<file path="src/rtl/nn_frame_loader_if.sv">
// Host-side stream bundle for the frame loader: a sample input stream and a
// result output stream, both valid/ready.
interface nn_frame_loader_if #(
  parameter int unsigned WIDTH = 16
) ();
  logic                    s_valid;
  logic                    s_ready;
  logic signed [WIDTH-1:0] s_data;
  logic                    s_last;
  logic                    m_valid;
  logic                    m_ready;
  logic signed [WIDTH-1:0] m_data;

  // Host side: sends samples, receives results.
  modport master (
    output s_valid, s_data, s_last, m_ready,
    input  s_ready, m_valid, m_data
  );

  // Loader side: receives samples, sends results.
  modport slave (
    input  s_valid, s_data, s_last, m_ready,
    output s_ready, m_valid, m_data
  );
endinterface

</file>
<file path="src/rtl/nn_frame_loader.sv">
// Streaming front end for the one-layer network: assembles serial samples into
// a parallel frame, holds it while the network computes, then captures and
// returns the scalar result.
module nn_frame_loader #(
  parameter int unsigned WIDTH          = 16,
  parameter int unsigned NFRAC          = 8,
  parameter int unsigned SYS_INPUT_SIZE = 10,
  parameter int unsigned NN_LATENCY     = 8
) (
  input  logic                    clk,
  input  logic                    reset_n,
  nn_frame_loader_if.slave        bus,
  output logic signed [WIDTH-1:0] frame_data [SYS_INPUT_SIZE],
  input  logic signed [WIDTH-1:0] nn_result,
  output logic                    frame_err,
  output logic                    busy
);

  localparam int unsigned IdxW = (SYS_INPUT_SIZE > 1) ? $clog2(SYS_INPUT_SIZE) : 1;
  localparam int unsigned CntW = (NN_LATENCY > 1) ? $clog2(NN_LATENCY) : 1;
  localparam logic [IdxW-1:0] LastIdx = IdxW'(SYS_INPUT_SIZE - 1);
  localparam logic [CntW-1:0] CntLoad = CntW'(NN_LATENCY - 1);

  // Reject parameter sets the datapath cannot represent.
  if (SYS_INPUT_SIZE < 2) begin : g_bad_size
    $error("SYS_INPUT_SIZE must be at least 2");
  end
  if (NN_LATENCY < 1) begin : g_bad_latency
    $error("NN_LATENCY must be at least 1");
  end
  if (NFRAC > WIDTH) begin : g_bad_nfrac
    $error("NFRAC must not exceed WIDTH");
  end

  typedef enum logic [1:0] {StFill, StWait, StHold} state_e;

  state_e                  state_q, state_d;
  logic [IdxW-1:0]         idx_q, idx_d;
  logic [CntW-1:0]         cnt_q, cnt_d;
  logic signed [WIDTH-1:0] stage_q [SYS_INPUT_SIZE-1];
  logic signed [WIDTH-1:0] stage_d [SYS_INPUT_SIZE-1];
  logic signed [WIDTH-1:0] frame_q [SYS_INPUT_SIZE];
  logic signed [WIDTH-1:0] frame_d [SYS_INPUT_SIZE];
  logic signed [WIDTH-1:0] m_data_q, m_data_d;
  logic                    err_q, err_d;

  // State-decoded handshake and status outputs; no input reaches them.
  assign bus.s_ready = (state_q == StFill);
  assign bus.m_valid = (state_q == StHold);
  assign busy        = (state_q != StFill);
  assign bus.m_data  = m_data_q;
  assign frame_data  = frame_q;
  assign frame_err   = err_q;

  // Next-state logic for FSM, sample index, staging, frame and result.
  always_comb begin
    state_d  = state_q;
    idx_d    = idx_q;
    cnt_d    = cnt_q;
    stage_d  = stage_q;
    frame_d  = frame_q;
    m_data_d = m_data_q;
    err_d    = 1'b0;

    unique case (state_q)
      StFill: begin
        if (bus.s_valid) begin
          if (idx_q == LastIdx) begin
            // Final slot completes the frame even if s_last is missing.
            for (int i = 0; i < int'(SYS_INPUT_SIZE) - 1; i++) begin
              frame_d[i] = stage_q[i];
            end
            frame_d[SYS_INPUT_SIZE-1] = bus.s_data;
            idx_d   = '0;
            cnt_d   = CntLoad;
            err_d   = ~bus.s_last;
            state_d = StWait;
          end else begin
            for (int i = 0; i < int'(SYS_INPUT_SIZE) - 1; i++) begin
              if (idx_q == IdxW'(i)) begin
                stage_d[i] = bus.s_data;
              end
            end
            if (bus.s_last) begin
              // Early last: drop the partial frame and restart at slot 0.
              idx_d = '0;
              err_d = 1'b1;
            end else begin
              idx_d = idx_q + 1'b1;
            end
          end
        end
      end
      StWait: begin
        if (cnt_q == '0) begin
          m_data_d = nn_result;
          state_d  = StHold;
        end else begin
          cnt_d = cnt_q - 1'b1;
        end
      end
      StHold: begin
        if (bus.m_ready) begin
          state_d = StFill;
        end
      end
      default: state_d = StFill;
    endcase
  end

  // State registers with asynchronous active-low reset.
  always_ff @(posedge clk or negedge reset_n) begin
    if (!reset_n) begin
      state_q  <= StFill;
      idx_q    <= '0;
      cnt_q    <= '0;
      m_data_q <= '0;
      err_q    <= 1'b0;
      for (int i = 0; i < int'(SYS_INPUT_SIZE) - 1; i++) begin
        stage_q[i] <= '0;
      end
      for (int i = 0; i < int'(SYS_INPUT_SIZE); i++) begin
        frame_q[i] <= '0;
      end
    end else begin
      state_q  <= state_d;
      idx_q    <= idx_d;
      cnt_q    <= cnt_d;
      m_data_q <= m_data_d;
      err_q    <= err_d;
      stage_q  <= stage_d;
      frame_q  <= frame_d;
    end
  end

endmodule

</file>
<file path="src/flat_wrapper.sv">
// flat-port wrapper written by rule: the top's interface ports become plain ports
module nn_frame_loader_flat 
#(
  parameter int unsigned WIDTH          = 16,
  parameter int unsigned NFRAC          = 8,
  parameter int unsigned SYS_INPUT_SIZE = 10,
  parameter int unsigned NN_LATENCY     = 8
)
  (clk, reset_n, frame_data, nn_result, frame_err, busy, bus_s_valid, bus_s_data, bus_s_last, bus_m_ready, bus_s_ready, bus_m_valid, bus_m_data);
  nn_frame_loader_if #(.WIDTH(WIDTH)) bus_i ();
  input  logic clk;
  input  logic reset_n;
  output logic signed [WIDTH-1:0] frame_data[SYS_INPUT_SIZE];
  input  logic signed [WIDTH-1:0] nn_result;
  output logic frame_err;
  output logic busy;
  input wire logic [$bits(bus_i.s_valid)-1:0] bus_s_valid;
  input wire logic [$bits(bus_i.s_data)-1:0] bus_s_data;
  input wire logic [$bits(bus_i.s_last)-1:0] bus_s_last;
  input wire logic [$bits(bus_i.m_ready)-1:0] bus_m_ready;
  output wire logic [$bits(bus_i.s_ready)-1:0] bus_s_ready;
  output wire logic [$bits(bus_i.m_valid)-1:0] bus_m_valid;
  output wire logic [$bits(bus_i.m_data)-1:0] bus_m_data;
  assign bus_i.s_valid = bus_s_valid;
  assign bus_i.s_data = bus_s_data;
  assign bus_i.s_last = bus_s_last;
  assign bus_i.m_ready = bus_m_ready;
  assign bus_s_ready = bus_i.s_ready;
  assign bus_m_valid = bus_i.m_valid;
  assign bus_m_data = bus_i.m_data;
  nn_frame_loader #(.WIDTH(WIDTH), .NFRAC(NFRAC), .SYS_INPUT_SIZE(SYS_INPUT_SIZE), .NN_LATENCY(NN_LATENCY)) u_core (.clk(clk), .reset_n(reset_n), .bus(bus_i), .frame_data(frame_data), .nn_result(nn_result), .frame_err(frame_err), .busy(busy));
endmodule
</file>
<file path="config.mk">
export PLATFORM = sky130hd
export DESIGN_NAME = nn_frame_loader_flat
export DESIGN_NICKNAME = d
export VERILOG_FILES = /design/src/rtl/nn_frame_loader_if.sv /design/src/rtl/nn_frame_loader.sv /design/src/flat_wrapper.sv
export SDC_FILE = /design/constraint.sdc
export NUM_CORES = 1
export LEC_CHECK = 0
export CAP_MARGIN = 20
export CORE_UTILIZATION = 35
export CTS_BUF_LIST = sky130_fd_sc_hd__clkbuf_16
export CTS_CLUSTER_DIAMETER = 60
export DETAILED_ROUTE_END_ITERATION = 12
export PLACE_DENSITY = 0.6
export SYNTH_ARGS = -nofsm -noshare
export SYNTH_HDL_FRONTEND = slang
export SYNTH_SLANG_ARGS = --single-unit
</file>
<file path="constraint.sdc">
create_clock -name clk -period 2.1 [get_ports clk]
set_input_delay 0.63 -clock clk [delete_from_list [all_inputs] [get_ports clk]]
set_output_delay 0.63 -clock clk [all_outputs]
set_load 0.05 [all_outputs]
</file>
==> results.py <==
metrics = {
    "synth": {
        "synth.area.top_cells": "dfrtp_1 (66%), mux2_2 (29%), buf_2 (0.80%)",
        "yosys_warnings": 0,
        "synth.most_common_cell": "dfrtp_1",
        "ys_types": 34,
        "ys_ff_latch": 330,
        "synth.top_cell.area_share": 0.6568,
        "syn_avg_cell_area_sq_um": 16.48,
        "yosys-top-cells-count": "dfrtp_1 (330), mux2_2 (320), buf_2 (20)",
        "synth-edff-count": 0,
        "synth_area_sq_um": 12570,
        "synth-seq-area-share": 0.6568,
        "async_flop_share": 1.000,
        "synthCells": 763,
        "ys.flop_type": "dfrtp_1",
        "syn-num-nets": 806,
        "synth_top_area_cell": "dfrtp_1",
    },
    "setup_path": {
        "path_buf_inv": 1,
        "crit_type": "flip-flop to primary output",
        "worstPathArrival_ps": 1390,
        "required_ps": 1470,
        "cpMaxStageDelayCell": "dlygate4sd2_1",
        "endpoint_kind": "primary output",
        "cp_top_family": "buffers and inverters",
        "cp_slowest_stage_delay_ps": 530,
        "worstSetupStartpointType": "flip-flop",
        "cp_cell_sequence": "dlygate4sd2_1",
        "critPathMaxFanout": 2,
    },
    "timing": {
        "min_period_ps": 2020,
        "clock.fmax_ghz": 0.4950,
        "setup_tns_ps": 0,
        "timing.final.ws_setup_ps": 79.73,
        "slew_viol_final": 0,
        "skew_ps": 14.22,
        "worstMarginPinSlew_ps": 488.6,
        "rsz0062_at_grt": "false",
        "hold_viol": 0,
        "relSlewSlack": 0.6756,
        "fin_crit_sh": 0.9620,
        "setup_viol": 0,
    },
    "layout": {
        "nets": 1079,
        "area_growth_pct": 32.31,
        "antenna_cells": 0,
        "drive_gt1_frac": 0.5796,
    },
    "clocking": {
        "cts_setup_buffers": 0,
        "h-tree-depth": 2,
        "cts.sinks": 330,
        "clk_pin_slew_worst_paths_ps": 60,
        "insertion_delay_ps": 530,
        "cts_buffer_depth": 3,
        "clockRootBuffer": "clkbuf_16",
        "cts-buffers-inserted": 39,
        "cts_tree": "built",
    },
    "drt": {
        "dr_wl_met2_um": 13490,
        "viasPerCell": 4.746,
        "wl_met3_um": 1806,
        "drc": 0,
        "via_count": 7224,
        "drt-initial-drc-count": 197,
        "wire_per_inst_um": 19.61,
        "dr.pass1.iters": 6,
        "wl_met1_um": 14060,
        "routed.top_layer": "met4",
        "wirelength_um": 29850,
        "ant_nets": 0,
    },
    "worst_hold_path": {
        "min_path_type": "flip-flop to flip-flop",
    },
    "floorplan": {
        "rows": 69,
        "pin_count": 217,
        "die_x_um": 191.5,
        "initial_core_util": 0.3543,
        "fp.dieH_um": 191.5,
        "die_area_sq_um": 36690,
        "core_sq_um": 35480,
    },
    "grt": {
        "antenna_found_initial": 1,
        "grt_pass1_wl_um": 45750,
        "grt_start_max_net_pins": 50,
        "grtUsageTotal": 0.1669,
        "overflow": 0,
        "grt_pass1_vias": 7635,
    },
    "place": {
        "gp_congestion": 0.7167,
        "portBuffers": 216,
        "dp_hpwl_um": 19700,
        "place_ws_ps": -290.2,
    },
    "status": {
        "outcome": "completed",
    },
    "power": {
        "ir_drop_mv": 0.6684,
        "p_per_area_nw_per_um2": 1207,
        "p_leak_uw": 0.008582,
    },
    "flow_run": {
        "maxCapViolCount": 0,
    },
}
==> layout make-up <==
class	count	area [sq um]
Fill cell	3177	18850
Sequential cell	330	8260
Multi-Input combinational cell	376	4044
Timing Repair Buffer	280	2512
Clock buffer	41	1026
Tap cell	461	576.8
Clock inverter	25	182.7
Inverter	9	33.78
==> cells in the final DEF (no fill, tap or decap), types with 3 or more instances in the layout <==
master           synthesis  final
nor2b_1                  4      3
nand2_1                  5      5
clkbuf_16                0     41
clkinv_1                 0      9
nand3_2                  4      4
dfrtp_1                330    328
o21ai_0                  4      4
nor2_1                   5      4
inv_1                    9     19
ha_1                     6      6
clkdlybuf4s50_1          0     35
bufinv_16                0      3
dlygate4sd2_1            0     10
buf_4                    9    209
mux2_2                 320    320
buf_12                   0     24
==> what timing repair did <==
| item | in CTS | in global routing |
|---|---|---|
| hold buffers | 1 | 0 |
| hold endpoints to repair | 1 | 0 |
| gates resized for setup | 12 | 2 |
| setup endpoints to repair | 12 | 2 |
| pin swaps | 0 | 0 |
==> cells by family (layout without fill, tap and decap cells) <==
family	count (synthesis)	count (layout)	share of synthesized area
mux	320	320	0.2866
compound gates	14	14	0.007265
buf+inv	57	355	0.02348
xor+xnor	1	1	0.0006967
flops	330	330	0.6568
fa+ha+maj	6	6	0.005971
simple gates	35	35	0.01921
==> power breakdown <==
group / switching, uW / internal [uW]
combinational: 2650 / 2290
sequential: 796 / 7960
clock: 2530 / 3860
total: 5980 / 14100
==> state kept, by name, indices dropped and copies added (netlist names) <==
| name | flops |
|---|---|
| u_core.cnt_q | 3 |
| u_core.idx_q | 4 |
| u_core.state_q | 2 |
| u_core.frame_err | 1 |
| u_core.stage_q | 144 |
| u_core.bus.m_data | 16 |
| u_core.frame_data | 160 |
==> path summary, 6_finish.rpt <==
kind                       cells past startpoint                    end  slack, ps                  start
setup / recovery                               1         frame_data[39]         80  u_core.frame_data[39]
hold / removal                                 1        u_core.cnt_q[2]        480        u_core.cnt_q[2]
setup reg to reg                               7  u_core.frame_data[75]        110        u_core.idx_q[1]
hold reg to reg                                1        u_core.cnt_q[2]        480        u_core.cnt_q[2]
max in group asynchronous                      3     u_core.stage_q[54]        830                reset_n
min in group asynchronous                      2  u_core.frame_data[30]        580                reset_n
==> per-layer routing <==
layer / vias up / GRT usage
met5: - / 0
met3: 41 / 0.04553
met1: 3755 / 0.2337
met2: 184 / 0.2547
met4: 0 / 0.04274
li1: 3244 / -
==> through the flow <==
stage               utilization  power [uW]  cell area, sq um  hold WS (ps)  instances
global placement         0.4346       13730             15420         464.9       1455
detailed placement       0.4346       13880             15420         461.6       1455
global route             0.4688       21100             16640         509.9       1522
floorplan                     -       12040             12580         334.4        763
finish                   0.4688       20080             16640         478.2       1522
CTS                      0.4688       20360             16630         477.5       1522
Power figures use the tool's default switching activity.
